<file path="config.mk">
export PLATFORM = sky130hd
export DESIGN_NAME = cacheline_burst_adapter
export DESIGN_NICKNAME = d
export VERILOG_FILES = /design/src/rtl/cacheline_burst_adapter.sv
export SDC_FILE = /design/constraint.sdc
export NUM_CORES = 1
export LEC_CHECK = 0
export CORE_AREA = 3 3 274 276
export CTS_BUF_LIST = sky130_fd_sc_hd__clkbuf_8
export CTS_CLUSTER_DIAMETER = 40
export DETAILED_ROUTE_END_ITERATION = 8
export DIE_AREA = 0 0 277 279
export GPL_ROUTABILITY_DRIVEN = 0
export SLEW_MARGIN = 40
export SYNTH_ARGS = -nofsm -noshare
export SYNTH_HDL_FRONTEND = slang
export SYNTH_SLANG_ARGS = --single-unit
</file>
<file path="constraint.sdc">
create_clock -name clk -period 3.5 [get_ports clk]
set_clock_uncertainty 0.2 [all_clocks]
set_input_delay 0.525 -clock clk [delete_from_list [all_inputs] [get_ports clk]]
set_output_delay 0.525 -clock clk [all_outputs]
set_load 0.01 [all_outputs]
</file>
<file path="src/rtl/cacheline_burst_adapter.sv">
// ---------------------------------------------------------------------------
// cacheline_burst_adapter
//
// Converts one cache-line read or write request into a burst of BEATS
// memory beats of BURST_W bits each, and reports completion with a single
// cycle line_resp pulse.
//
// Parameters
//   LINE_W   cache line width in bits
//   BURST_W  memory beat width in bits (BEATS = LINE_W/BURST_W, >= 2)
//
// Ports
//   clk, rst_n     rising-edge clock, asynchronous active-low reset
//   line_addr      line address from the eviction/write-buffer stage
//   line_wdata     line to write
//   line_rdata     assembled read line (valid in DONE, held until next read)
//   line_read      line read request (level, held until line_resp)
//   line_write     line write request (level, held until line_resp)
//   line_resp      one-cycle completion pulse
//   mem_addr       burst base address (line aligned)
//   mem_rdata      read beat
//   mem_wdata      write beat
//   mem_read       burst read active
//   mem_write      burst write active
//   mem_resp       beat accepted / valid this cycle
// ---------------------------------------------------------------------------
module cacheline_burst_adapter #(
    parameter int LINE_W  = 256,
    parameter int BURST_W = 64
) (
    input  logic                clk,
    input  logic                rst_n,
    input  logic [31:0]         line_addr,
    input  logic [LINE_W-1:0]   line_wdata,
    output logic [LINE_W-1:0]   line_rdata,
    input  logic                line_read,
    input  logic                line_write,
    output logic                line_resp,
    output logic [31:0]         mem_addr,
    input  logic [BURST_W-1:0]  mem_rdata,
    output logic [BURST_W-1:0]  mem_wdata,
    output logic                mem_read,
    output logic                mem_write,
    input  logic                mem_resp
);

    localparam int BEATS = LINE_W / BURST_W;
    localparam int CNT_W = (BEATS > 1) ? $clog2(BEATS) : 1;
    localparam int OFF_W = $clog2(LINE_W / 8);

    // Clears the byte-offset bits inside a line so bursts start line aligned.
    localparam logic [31:0]      ADDR_MASK = ~((32'd1 << OFF_W) - 32'd1);
    localparam logic [CNT_W-1:0] LAST_BEAT = CNT_W'(BEATS - 1);

    localparam logic [1:0] S_IDLE  = 2'd0;
    localparam logic [1:0] S_READ  = 2'd1;
    localparam logic [1:0] S_WRITE = 2'd2;
    localparam logic [1:0] S_DONE  = 2'd3;

    logic [1:0]        r_state;
    logic [CNT_W-1:0]  r_cnt;
    logic [31:0]       r_addr;
    logic [LINE_W-1:0] r_wline;
    logic [LINE_W-1:0] r_rdata;

    logic              w_last_beat;

    assign w_last_beat = (r_cnt == LAST_BEAT);

    // NOTE: every register here, including the two line-wide data registers,
    // is in the async reset list because the outputs derived from them must
    // read zero while rst_n is low; the line registers are flops, not RAM.
    always_ff @(posedge clk or negedge rst_n) begin
        if (!rst_n) begin
            r_state <= S_IDLE;
            r_cnt   <= '0;
            r_addr  <= '0;
            r_wline <= '0;
            r_rdata <= '0;
        end else begin
            // NOTE: non-blocking assignments keep every register update based
            // on the values present before this edge, whatever the order below.
            case (r_state)
                S_IDLE: begin
                    // Read takes priority when both requests are raised.
                    if (line_read) begin
                        r_addr  <= line_addr & ADDR_MASK;
                        r_cnt   <= '0;
                        r_state <= S_READ;
                    end else if (line_write) begin
                        r_addr  <= line_addr & ADDR_MASK;
                        r_wline <= line_wdata;
                        r_cnt   <= '0;
                        r_state <= S_WRITE;
                    end
                end

                S_READ: begin
                    // mem_resp low stalls: nothing changes.
                    if (mem_resp) begin
                        r_rdata[r_cnt*BURST_W +: BURST_W] <= mem_rdata;
                        if (w_last_beat) begin
                            r_cnt   <= '0;
                            r_state <= S_DONE;
                        end else begin
                            r_cnt <= r_cnt + CNT_W'(1);
                        end
                    end
                end

                S_WRITE: begin
                    if (mem_resp) begin
                        if (w_last_beat) begin
                            r_cnt   <= '0;
                            r_state <= S_DONE;
                        end else begin
                            r_cnt <= r_cnt + CNT_W'(1);
                        end
                    end
                end

                default: begin
                    // DONE: a single cycle of line_resp, mem_resp ignored.
                    r_state <= S_IDLE;
                end
            endcase
        end
    end

    // Outputs are pure decodes of registered state, so they follow the
    // asynchronous reset immediately and carry no combinational input paths.
    assign mem_addr   = r_addr;
    assign mem_read   = (r_state == S_READ);
    assign mem_write  = (r_state == S_WRITE);
    assign line_resp  = (r_state == S_DONE);
    assign mem_wdata  = r_wline[r_cnt*BURST_W +: BURST_W];
    assign line_rdata = r_rdata;

endmodule

</file>
==> impl_metrics.env <==
export IMPL_hpwl_um=54700
export IMPL_vias=15396
export IMPL_ys_top_cells_by_count="dfrtp_1 (543), mux2_2 (284), a22o_1 (211)"
export IMPL_die_w_um=277
export IMPL_syn_to_final_growth_pct=48.9
export IMPL_h_tree_depth=3
export IMPL_synth_cell_area_um2=21700
export IMPL_drv_cap=0
export IMPL_top_level_ports=712
export IMPL_regToRegStartpoint="r_cnt[0]"
export IMPL_worstPathMaxFanout=26
export IMPL_tritoncts="built"
export IMPL_fin_area_um2=32300
export IMPL_drive_gt1_share_pct=25.7
export IMPL_setup_viol_count_final=0
export IMPL_p_sw_share_pct=30.5
export IMPL_drt_iter0_drc=815
export IMPL_cts_root_buf="clkbuf_8"
export IMPL_core_um2=72800
export IMPL_synth_area_per_cell_um2=15.6
export IMPL_hold_violations=0
export IMPL_start_kind="flop"
export IMPL_dp_cells=2990
export IMPL_rsz0062_at_grt="false"
export IMPL_drv_slew=0
export IMPL_cp_startpoint="r_cnt[0]"
export IMPL_synth_most_common_cell="dfrtp_1"
export IMPL_die_area_um2=77300
export IMPL_grt_overflow=0
export IMPL_synth_main_ff_cell="dfrtp_1"
export IMPL_antenna_found_initial=23
export IMPL_critPathArrivalTime_ns=2.61
export IMPL_wirelength_um=74200
export IMPL_grt_usage_pct=18.9
export IMPL_clk_pin_slew_worst_paths_ns=0.05
export IMPL_combPwrFrac_pct=36.8
export IMPL_hold_path_class="in2async"
export IMPL_yosysTopAreaCellShare_pct=62.7
export IMPL_grt_pass1_vias=16809
export IMPL_fin_util_pct=44.3
export IMPL_syn_instance_count=1390
export IMPL_yosys_top_cells_area="dfrtp_1 (63%), mux2_2 (15%), a22o_1 (8.5%)"
export IMPL_initial_core_util_pct=29.7
export IMPL_r2r_slack_ns=0.69
export IMPL_crit_end="mem_wdata[18]"
export IMPL_period_share_pct=95.4
export IMPL_seqPwrFrac_pct=37.6
export IMPL_wl_per_cell_um=23.2
export IMPL_pwr_share_clk_pct=25.6
export IMPL_postPlaceCellArea_um2=29900
export IMPL_status="finished clean"
export IMPL_cts_sinks=543
export IMPL_ys_types=32
export IMPL_async_flop_share_pct=100
export IMPL_cp_end_kind="primary output"
export IMPL_portBuffers=701
export IMPL_ys_seq_elements=543
export IMPL_cts_buffers_inserted=105
export IMPL_n_fill_cell=6637
export IMPL_max_slew_margin_pct=57.5
export IMPL_grt_pass1_wl_um=111000
export IMPL_switchingPower_uw=7980
export IMPL_finalCriticalPeriod_ns=3.34
export IMPL_ys_seq_area_share_pct=62.7
export IMPL_routed_via_density=4.82
export IMPL_grt_max_degree=113
export IMPL_synth_edf_count=0
export IMPL_stdcell_count=3194
export IMPL_power_leakage_uw=0.0138
export IMPL_insertion_delay_ns=0.68
export IMPL_final_nets=2509
export IMPL_powerDensity_nw_per_um2=810
export IMPL_row_count=99
export IMPL_yosys_area_top_type="dfrtp_1"
export IMPL_fmax_mhz=299
export IMPL_yosysWarnings=0
export IMPL_worstPathRequired_ns=2.77
export IMPL_timing_rr_end="line_rdata[172]"
export IMPL_drc=0
export IMPL_criticalPathCategory="reg2out"
export IMPL_dr_pass1_iters=5
export IMPL_worstMarginPinSlew_ns=0.637
export IMPL_total_power_uw=26100
export IMPL_p_int_uw=18200
export IMPL_cts_buffer_depth=3
export IMPL_antenna_left=0
export IMPL_max_vdd_ir_drop_uv=469
export IMPL_rr_worst_depth=7
export IMPL_die_h_um=279
## routing by layer
| metal | wire length [um] | up-vias | GRT usage [%] |
|---|---|---|---|
| li1 | - | 6690 | - |
| met1 | 28400 | 7912 | 22.0 |
| met2 | 36800 | 639 | 32.0 |
| met3 | 7250 | 131 | 7.70 |
| met4 | 1660 | 24 | 5.87 |
| met5 | 163 | - | 0 |
## power by group through the flow
stage / sequential (uW) / combinational [uW] / clock (uW)
finish: 9810 / 9620 / 6700
global route: 10100 / 10300 / 7240
CTS: 9830 / 9820 / 6930
detailed placement: 9960 / 9730 / 0
global placement: 9810 / 9610 / 0
floorplan: 9800 / 4720 / 0
## registers in the layout, summed over array words and instances, names as in the netlist
name,count
line_rdata,256
r_state,2
r_cnt,2
mem_addr,27
r_wline,256
## logic make-up (layout without fill, tap and decap cells)
group                    after synthesis  count (layout)  share of synthesized area [%]
flip-flops                           543             543                           62.7
multiplexers                         351             351                           21.6
AO/OA/AOI/OAI                        261             261                           9.74
buffers and inverters                112             944                           2.93
AND/OR/NAND/NOR                      111             111                           2.41
adder cells (fa/ha/maj)               11              11                          0.635
other                                  1              14                         0.0173
## how the worst min path moves through the flow
| stage | cells past startpoint | endpoint | startpoint |
|---|---|---|---|
| 2_1_floorplan | 0 | line_rdata[0] | rst_n |
| 3_3_place_gp | 2 | line_rdata[220] | line_rdata[220] |
| 3_5_place_dp | 2 | line_rdata[255] | line_rdata[255] |
| 4_1_cts | 2 | r_wline[159] | rst_n |
| 5_1_grt | 2 | r_wline[159] | rst_n |
| 6_report | 2 | r_wline[159] | rst_n |
## worst max-delay path, stage by stage, from the launching register on
cell and delay, ns:
dfrtp_4 0.49, buf_16 0.27, mux4_2 0.54, clkdlybuf4s50_1 0.62
## metrics by stage
step           setup WS (ns)  hold WS, ns  setup TNS (ns)
2_1_floorplan          0.701       0.0294               0
3_3_place_gp           0.527        0.267               0
3_5_place_dp           0.557        0.273               0
4_1_cts              -0.0244        0.120         -0.0276
5_1_grt               0.0105        0.159               0
6_report               0.161        0.165               0
## cell type report
cell class | instances | area [um2] | area share (%)
Sequential cell | 543 | 13600 | 42.1
Timing Repair Buffer | 747 | 7640 | 23.7
Multi-Input combinational cell | 739 | 7500 | 23.2
Clock buffer | 122 | 1680 | 5.21
Tap cell | 959 | 1200 | 3.72
Clock inverter | 70 | 608 | 1.89
Antenna cell | 9 | 22.5 | 0.0698
Inverter | 5 | 18.8 | 0.0582
## cell usage in the layout (no fill, tap or decap), types with 3 or more instances in the layout
master	instances
inv_1	34
mux2_2	284
buf_12	18
dlygate4sd2_1	7
mux4_2	64
clkdlybuf4s50_1	691
o21ai_0	35
nor4_4	3
buf_4	23
clkinvlp_4	8
o21ai_1	10
diode_2	9
nand3_2	3
conb_1	5
mux2i_1	3
clkbuf_8	122
clkinv_2	18
a22o_1	211
bufinv_16	8
nand2_1	93
ha_1	11
dfrtp_1	541
## what timing repair did
action,4_1_cts,5_1_grt
hold buffers,1,0
endpoints found under the hold margin,65,0
gates cloned,0,0
resized for setup,10,2
buffers inserted,2,0
setup endpoints to repair,59,2
No activity file was read; power rests on OpenSTA's default activity.
